### src/rtl/didactic_uart_rx_fifo.sv
// didactic_uart_rx_fifo: 8N1 UART receiver (synchroniser, oversampling FSM) feeding a valid/ready byte FIFO
module didactic_uart_rx_fifo #(
  parameter int ClkDivider = 868,
  parameter int FifoDepth  = 16,
  parameter int SyncStages = 2
) (
  input  logic                           clk_in,
  input  logic                           reset,
  input  logic                           uart_rx,
  input  logic                           clear_i,
  output logic [7:0]                     data_o,
  output logic                           valid_o,
  input  logic                           ready_i,
  output logic                           frame_err_o,
  output logic                           overflow_o,
  output logic [$clog2(FifoDepth+1)-1:0] fill_o
);
  localparam int DW = $clog2(ClkDivider);
  localparam int AW = $clog2(FifoDepth);
  localparam int FW = $clog2(FifoDepth + 1);
  localparam logic [DW-1:0] BIT_LAST  = DW'(ClkDivider - 1);
  localparam logic [DW-1:0] HALF_LAST = DW'(ClkDivider / 2 - 1);
  localparam logic [FW-1:0] FULL      = FW'(FifoDepth);
  typedef enum logic [2:0] {IDLE, START, DATA, STOP, BRK} state_t;
  state_t state, state_n;
  logic [SyncStages-1:0] sync;
  logic [DW-1:0] div;
  logic [2:0] bit_cnt;
  logic [7:0] shift;
  logic [7:0] mem [FifoDepth];
  logic [AW-1:0] wr_ptr, rd_ptr;
  logic rxs, tick, push, err, pop, full, accept;
  assign rxs     = sync[SyncStages-1];
  assign tick    = div == (state == START ? HALF_LAST : BIT_LAST);
  assign push    = state == STOP && tick && rxs;
  assign err     = state == STOP && tick && !rxs;
  assign valid_o = fill_o != '0;
  assign full    = fill_o == FULL;
  assign pop     = valid_o && ready_i;
  assign accept  = push && (!full || pop);
  assign data_o  = mem[rd_ptr];
  always_comb begin
    state_n = state;
    case (state)
      IDLE:    state_n = rxs ? IDLE : START;
      START:   state_n = !tick ? START : rxs ? IDLE : DATA;
      DATA:    state_n = tick && bit_cnt == 3'd7 ? STOP : DATA;
      STOP:    state_n = !tick ? STOP : rxs ? IDLE : BRK;
      BRK:     state_n = rxs ? IDLE : BRK;
      default: state_n = IDLE;
    endcase
  end
  always_ff @(posedge clk_in) begin
    if (!reset) begin
      sync        <= '1;
      state       <= IDLE;
      div         <= '0;
      bit_cnt     <= '0;
      shift       <= '0;
      frame_err_o <= 1'b0;
    end else begin
      sync        <= {sync[SyncStages-2:0], uart_rx};
      state       <= state_n;
      div         <= (state == IDLE || state == BRK || tick) ? '0 : div + 1'b1;
      bit_cnt     <= state == DATA ? bit_cnt + 3'(tick) : '0;
      shift       <= state == DATA && tick ? {rxs, shift[7:1]} : shift;
      frame_err_o <= err;
    end
  end
  // clear_i wins over a same-cycle push; the receive FSM above is untouched by it
  always_ff @(posedge clk_in) begin
    if (!reset) begin
      mem        <= '{default: '0};
      wr_ptr     <= '0;
      rd_ptr     <= '0;
      fill_o     <= '0;
      overflow_o <= 1'b0;
    end else if (clear_i) begin
      wr_ptr     <= '0;
      rd_ptr     <= '0;
      fill_o     <= '0;
      overflow_o <= 1'b0;
    end else begin
      if (accept) begin
        mem[wr_ptr] <= shift;
        wr_ptr      <= wr_ptr + 1'b1;
      end
      if (pop) rd_ptr <= rd_ptr + 1'b1;
      fill_o <= fill_o + FW'(accept) - FW'(pop);
      if (push && full && !pop) overflow_o <= 1'b1;
    end
  end
endmodule
### config.mk
export PLATFORM = sky130hd
export DESIGN_NAME = didactic_uart_rx_fifo
export DESIGN_NICKNAME = d
export VERILOG_FILES = /design/src/rtl/didactic_uart_rx_fifo.sv
export SDC_FILE = /design/constraint.sdc
export NUM_CORES = 1
export LEC_CHECK = 0
export CAP_MARGIN = 20
export CORE_MARGIN = 5
export CORE_UTILIZATION = 55
export CTS_BUF_LIST = sky130_fd_sc_hd__clkbuf_2
export CTS_CLUSTER_SIZE = 40
export DETAILED_ROUTE_END_ITERATION = 10
export PLACE_DENSITY_LB_ADDON = 0.3
export SLEW_MARGIN = 20
export SYNTH_ARGS = -nofsm -noshare
export SYNTH_HDL_FRONTEND = slang
export SYNTH_SLANG_ARGS = --single-unit
### constraint.sdc
create_clock -name clk_in -period 4.9 [get_ports clk_in]
set_input_delay 0.735 -clock clk_in [delete_from_list [all_inputs] [get_ports clk_in]]
set_output_delay 0.735 -clock clk_in [all_outputs]
set_load 0.05 [all_outputs]
# ---- Yosys cells after proc, flatten, opt, wreduce, memory -nomap -nowiden
# Index checks and enable logic that the tools add are counted.
# W data, S select, Z words.
dict set report totals {
  reg_bits 169
  wordCells 82
}
dict set report op_classes {
  n_lt_le_gt_ge 3
  eq_ne 7
  bitwise 4
  n_reduce_logical 22
  muxes 14
  addsub 6
}
# operator n
set op_table {}
lappend op_table {{$bwmux W128} 1}
lappend op_table {{$bmux W8 S4} 1}
lappend op_table {{$demux W8 S4} 1}
lappend op_table {{$mux W8} 3}
lappend op_table {{$pmux W3 S5} 1}
lappend op_table {{$add A10 B1 Y10 const B} 1}
lappend op_table {{$eq A10 B10 Y1} 1}
lappend op_table {{$ge A5 B5 Y1 const B} 2}
lappend op_table {{$logic_and A1 B1 Y1} 10}
lappend op_table {{$mux W10} 1}
lappend op_table {{$not A4 Y5} 2}
lappend op_table {{$add A4 B1 Y4 const B} 2}
lappend op_table {{$eq A3 B2 Y1 const B} 2}
lappend op_table {{$eq A3 B3 Y1 const B} 2}
lappend op_table {{$mux W3} 2}
lappend op_table {{$add A5 B1 Y5} 1}
lappend op_table {{$eq A5 B5 Y1 const B} 1}
lappend op_table {{$lt A5 B1 Y1 const B} 1}
lappend op_table {{$reduce_bool A5 Y1} 1}
lappend op_table {{$sub A5 B1 Y5} 1}
lappend op_table {{$mux W2} 2}
lappend op_table {{$reduce_and A2 Y1} 2}
lappend op_table {{$reduce_or A2 Y1} 2}
lappend op_table {{$add A3 B1 Y3} 1}
lappend op_table {{other kinds (6)} 12}

# ---- Logic depth before layout (Yosys ltp)
# Gate-level depths: netlist (run 1).
dict set report logic_depth {
  depth_word 8
  ltp_mapped 14
}

# ---- Worst setup path before layout (run 1)
# Ideal clock, no wire load.
dict set report synth_timing {
  path_type {reg2reg}
  from {reg fill_o[2]}
  to {reg fill_o[4]}
  setup_slack_ns 1.361
  arrival_time_ns 3.469
  setup_ns 0.070
  n_path_buf 0
  stages_incl_launch_ff 15
  path_cell_list {dfxtp_1 -> inv_1 -> ha_1 -> or3b_1 -> o21ai_1 -> a2111oi_2 -> inv_1 -> ha_1 -> inv_1 -> ha_1 -> fa_1 -> a21oi_1 -> nor2_1 -> or3_1 -> a21oi_1}
}
dict set report synth_between {
  elab_chain_len 6
  elab_cells_between_ends 8
  cone_classes {add/sub: 2; eq/ne: 1; reduce/logical: 5}
}
# item line_no
set synth_lines {}
lappend synth_lines {{start: declaration} 16} ;# output logic [$clog2(FifoDepth+1)-1:0] fill_o
lappend synth_lines {{start signal: assignment} 89} ;# fill_o <= fill_o + FW'(accept) - FW'(pop);
lappend synth_lines {{$eq A5 B5 Y1 or $reduce_bool A5 Y1 (tied branches)} {38, 37}}
lappend synth_lines {{$logic_not A1 Y1 or $logic_and A1 B1 Y1 (tied branches)} {40, 39}}
lappend synth_lines {{$logic_or A1 B1 Y1} 40} ;# assign accept = push && (!full || pop);
lappend synth_lines {{$logic_and A1 B1 Y1} 40}
lappend synth_lines {{$add A5 B1 Y5} 89}
lappend synth_lines {{$sub A5 B1 Y5 (*)} 89}
# Every way passes the cells marked *; elsewhere a longest branch is shown, timed or not.
# A chain may end at the register's enable or synchronous reset.

# ---- Worst setup path in the final report (run 1)
dict set report layout_timing {
  from {reg rd_ptr[0]}
  to {out data_o[7]}
}
dict set report layout_between {
  elab_chain_len 4
}
# item line_no
set layout_lines {}
lappend layout_lines {{start: declaration} 31} ;# logic [AW-1:0] wr_ptr, rd_ptr;
lappend layout_lines {{start signal: assignment} 88} ;# if (pop) rd_ptr <= rd_ptr + 1'b1;
lappend layout_lines {{$not A4 Y5 (not written as such)} 41} ;# assign data_o = mem[rd_ptr];
lappend layout_lines {{$bmux W8 S4} 41}
lappend layout_lines {{$mux W8 (not written as such) (2 in a row)} 41}
lappend layout_lines {{end: declaration} 11} ;# output logic [7:0] data_o,
# Every way passes these cells. The select of a mux whose other input is x is not followed.

==> results by group, run 1 <==
Outcome
  – Status: completed

CTS
  – CTS Root Buffer Type: clkbuf_2
  – Hold-fix buffers at CTS: 0
  – CTS Buf Count: 17
  – CTS clk-pin slew, worst paths: 0.22 ns
  – Worst skew pair latency: 0.77 ns
  – Clock Sinks: about 170
  – Clock Path Buffers: 2
  – Postcts setup bufs: 0
  – CTS tree: yes
  – Post-cts resize count: 0
  – Clock H-tree levels: 4

Synth
  – EDFF count, synth: 0
  – Post-synth cell types: between 50 and 60
  – FFs w/ async S/R, synth: 0
  – Sequential share of the synthesized area: 0.4382
  – Area of the mapped netlist: between 0.007 and 0.008 mm^2
  – Syn Area/Cell: 10.98 um^2
  – Yosys warning count: 0
  – Cells after synthesis: 703
  – Top_reg_cell synth: dfxtp_1
  – Seq cells post-synth: ~170
  – Syn_nets: ~720

Placed design
  – PortBufs: 20
  – Detail Placement HPWL: 10820 um
  – Final Wtd Congestion: between 0.7 and 0.8
  – Pre-CTS setup slack: between 0.9 and 1 ns
  – Placed cell areas: 0.007978 mm^2
  – Placed cells: 858

Global route
  – Met1 Use GR: 0.2958
  – All-layer global routing usage: 0.2189
  – M2 GR Usage: 0.3506
  – Largest net degree at the start of global routing: between 100 and 150
  – Met3 Use GR: 0.04442
  – First-pass GRT wire length: 28010 um
  – Antenna violations before repair: 0
  – Vias in the first global route: 5383
  – Remaining Overflow, GRT: 0
  – Gr busiest metal: met2

Layout
  – Ant diodes: 0
  – Most frequent cells in the layout: dfxtp_1 (168), mux2i_1 (138), nand2_1 (134), mux4_2 (40), nor2_1 (26)
  – # fillers: between 1000 and 1500
  – Layout Utilization: 0.5914
  – Most common cell after layout, fill and taps aside: dfxtp_1
  – Area delta synth->final: 5.915%
  – Share of cells above drive strength 1: 0.1324
  – Final design area excluding fillers: between 0.008 and 0.009 mm^2
  – Final nets: 717
  – Final Non-Filler Cells: 890

Job
  – Max cap viols: 0

Power
  – Leakage: 2.931 nW
  – Pwr dens: 305.7 mW/mm^2
  – Max VDD drop: 0.0002219 V

STA
  – Setup WS post-layout: 0.5972 ns
  – Final setup fails: 0
  – Fin. max-slew vios: 0
  – Unrepaired setup endpoints after global routing: no
  – F_max: 232.4 MHz
  – Setup tns final: 0 ns
  – Final hold violations: 0
  – Slew margin rel.: 0.2034
  – Final period util: 0.8781
  – Clock Skews: approximately 0.03 ns
  – Minimum clock period: 4.303 ns
  – Slew @ Worst Pin: about 1.2 ns

Detailed routing
  – Post-DR wirelength/cell: between 15 and 20 um
  – # DRC: 0
  – Vias: 5159
  – DRT antenna net count: 0
  – Post-DR vias/cell: a little under 6
  – Final WL: about 17000 um
  – Initial DRC Count: approximately 450
  – Pre-Repair DR Iteration Count: 5

Setup path
  – Worst setup SP type: flop
  – Crit-path leading delay family: multiplexers
  – Cell mode on critical path: mux4_2
  – Peak fanout along the critical path: 21
  – Critical path class: flop to output pin
  – Crit. End Element: output pin
  – CP Cell Sequence: buf_12 > mux4_2 > mux4_2 > clkdlybuf4s50_1
  – Worst Path Arrival: between 3 and 4 ns
  – CP required: 4.16 ns
  – CP max stage delay: 0.75 ns
  – Buf/Inv on CP: 2
  – Slowest cell on crit path: dfxtp_2

Min path
  – HP Class: flop to flop

Floorplan
  – IO Pins: 21
  – Row cnt: 43
  – Full die area: 0.01651 mm^2
  – X dimension of the die: 128.5 um
  – Initial core utilization: 0.5584
  – Die Height: 128.5 um
  – Core ar.: 0.01383 mm^2
## cell type report
cell class	instances	area (um^2)	area share
Multi-Input combinational cell	472	4079	0.4988
Sequential cell	169	3385	0.4139
Timing Repair Buffer	24	240.2	0.02938
Tap cell	180	225.2	0.02754
Clock buffer	20	100.1	0.01224
Clock inverter	12	100.1	0.01224
Inverter	13	48.80	0.005967
## cell usage after synthesis, types with 3 or more instances
| cell type | instances | share of area |
|---|---|---|
| ha_1 | 14 | 0.023 |
| or4_1 | 5 | 0.0049 |
| nor4_4 | 8 | 0.022 |
| clkbuf_1 | 35 | 0.017 |
| nand3_1 | 9 | 0.0058 |
| nand4_1 | 4 | 0.0032 |
| mux4_2 | 40 | 0.12 |
| mux2i_1 | 138 | 0.18 |
| and3_1 | 3 | 0.0024 |
| nor2_1 | 26 | 0.013 |
| inv_1 | 12 | 0.0058 |
| buf_1 | 5 | 0.0024 |
| dfxtp_1 | 169 | 0.44 |
| nand2b_1 | 7 | 0.0057 |
| xor2_1 | 11 | 0.012 |
| buf_2 | 6 | 0.0039 |
| nor2b_1 | 19 | 0.015 |
| nand2_1 | 134 | 0.065 |
| or3_1 | 3 | 0.0024 |
| and2_1 | 3 | 0.0024 |
| xnor2_1 | 6 | 0.0068 |
| a21oi_1 | 6 | 0.0039 |
## worst paths after layout
kind	slack [ns]	start	end	cells after the start
max	0.60	rd_ptr[0]	data_o[7]	4
min	0.44	sync[0]	sync[1]	1
max reg2reg	1.11	state[0]	fill_o[4]	12
min reg2reg	0.44	sync[0]	sync[1]	1
## power by group
part | total, mW | internal, mW | switching, mW
combinational | 0.397 | 0.166 | 0.230
clock | 0.677 | 0.187 | 0.491
sequential | 1.43 | 1.39 | 0.0311
## through the flow
step	hold WS [ns]	power [mW]
after floorplan	0.3863	1.751
after global placement	0.3908	1.837
after detailed placement	0.3988	1.853
after CTS	0.4447	2.519
after global routing	0.4610	2.633
final	0.4362	2.500
## state kept, by name, summed over array words and instances (netlist names)
name	cells
mem	128
div	10
shift	8
fill_o	5
rd_ptr	4
wr_ptr	4
bit_cnt	3
state	3
sync	2
frame_err_o	1
overflow_o	1
## cell families (layout without fill, tap and decap cells)
kind of cell,after synthesis,count (layout),share of synthesized area
simple gates,242,242,0.1671
xor+xnor,17,17,0.01928
mux,178,178,0.2956
fa+ha+maj,15,15,0.02528
compound gates,20,20,0.02107
flops,169,169,0.4382
buf+inv,62,69,0.03354
## layer usage
metal	routed length, um	up-vias
li1	-	2454
met3	764	22
met2	8058	112
met4	285	0
met5	0	-
met1	7628	2571
## worst reg2reg max path: stages, from the launching register on
cell,delay [ns]
dfxtp_1,0.55
or3b_1,0.40
or3_1,0.44
a2111oi_2,0.60
inv_1,0.10
ha_1,0.29
inv_1,0.04
ha_1,0.20
fa_1,0.42
a21oi_1,0.15
nor2_1,0.06
or3_1,0.34
a21oi_1,0.15
No activity file was read; power rests on OpenSTA's default activity.
==> run 2, diff against run 1 <==
--- a/config.mk
+++ b/config.mk
@@ -11,6 +11,7 @@
 export CTS_BUF_LIST = sky130_fd_sc_hd__clkbuf_2
 export CTS_CLUSTER_SIZE = 40
 export DETAILED_ROUTE_END_ITERATION = 10
+export HOLD_SLACK_MARGIN = 0.12
 export PLACE_DENSITY_LB_ADDON = 0.3
 export SLEW_MARGIN = 20
 export SYNTH_ARGS = -nofsm -noshare
==> results of run 2 <==
Final layout, timing and power as in run 1 (identical DEF).
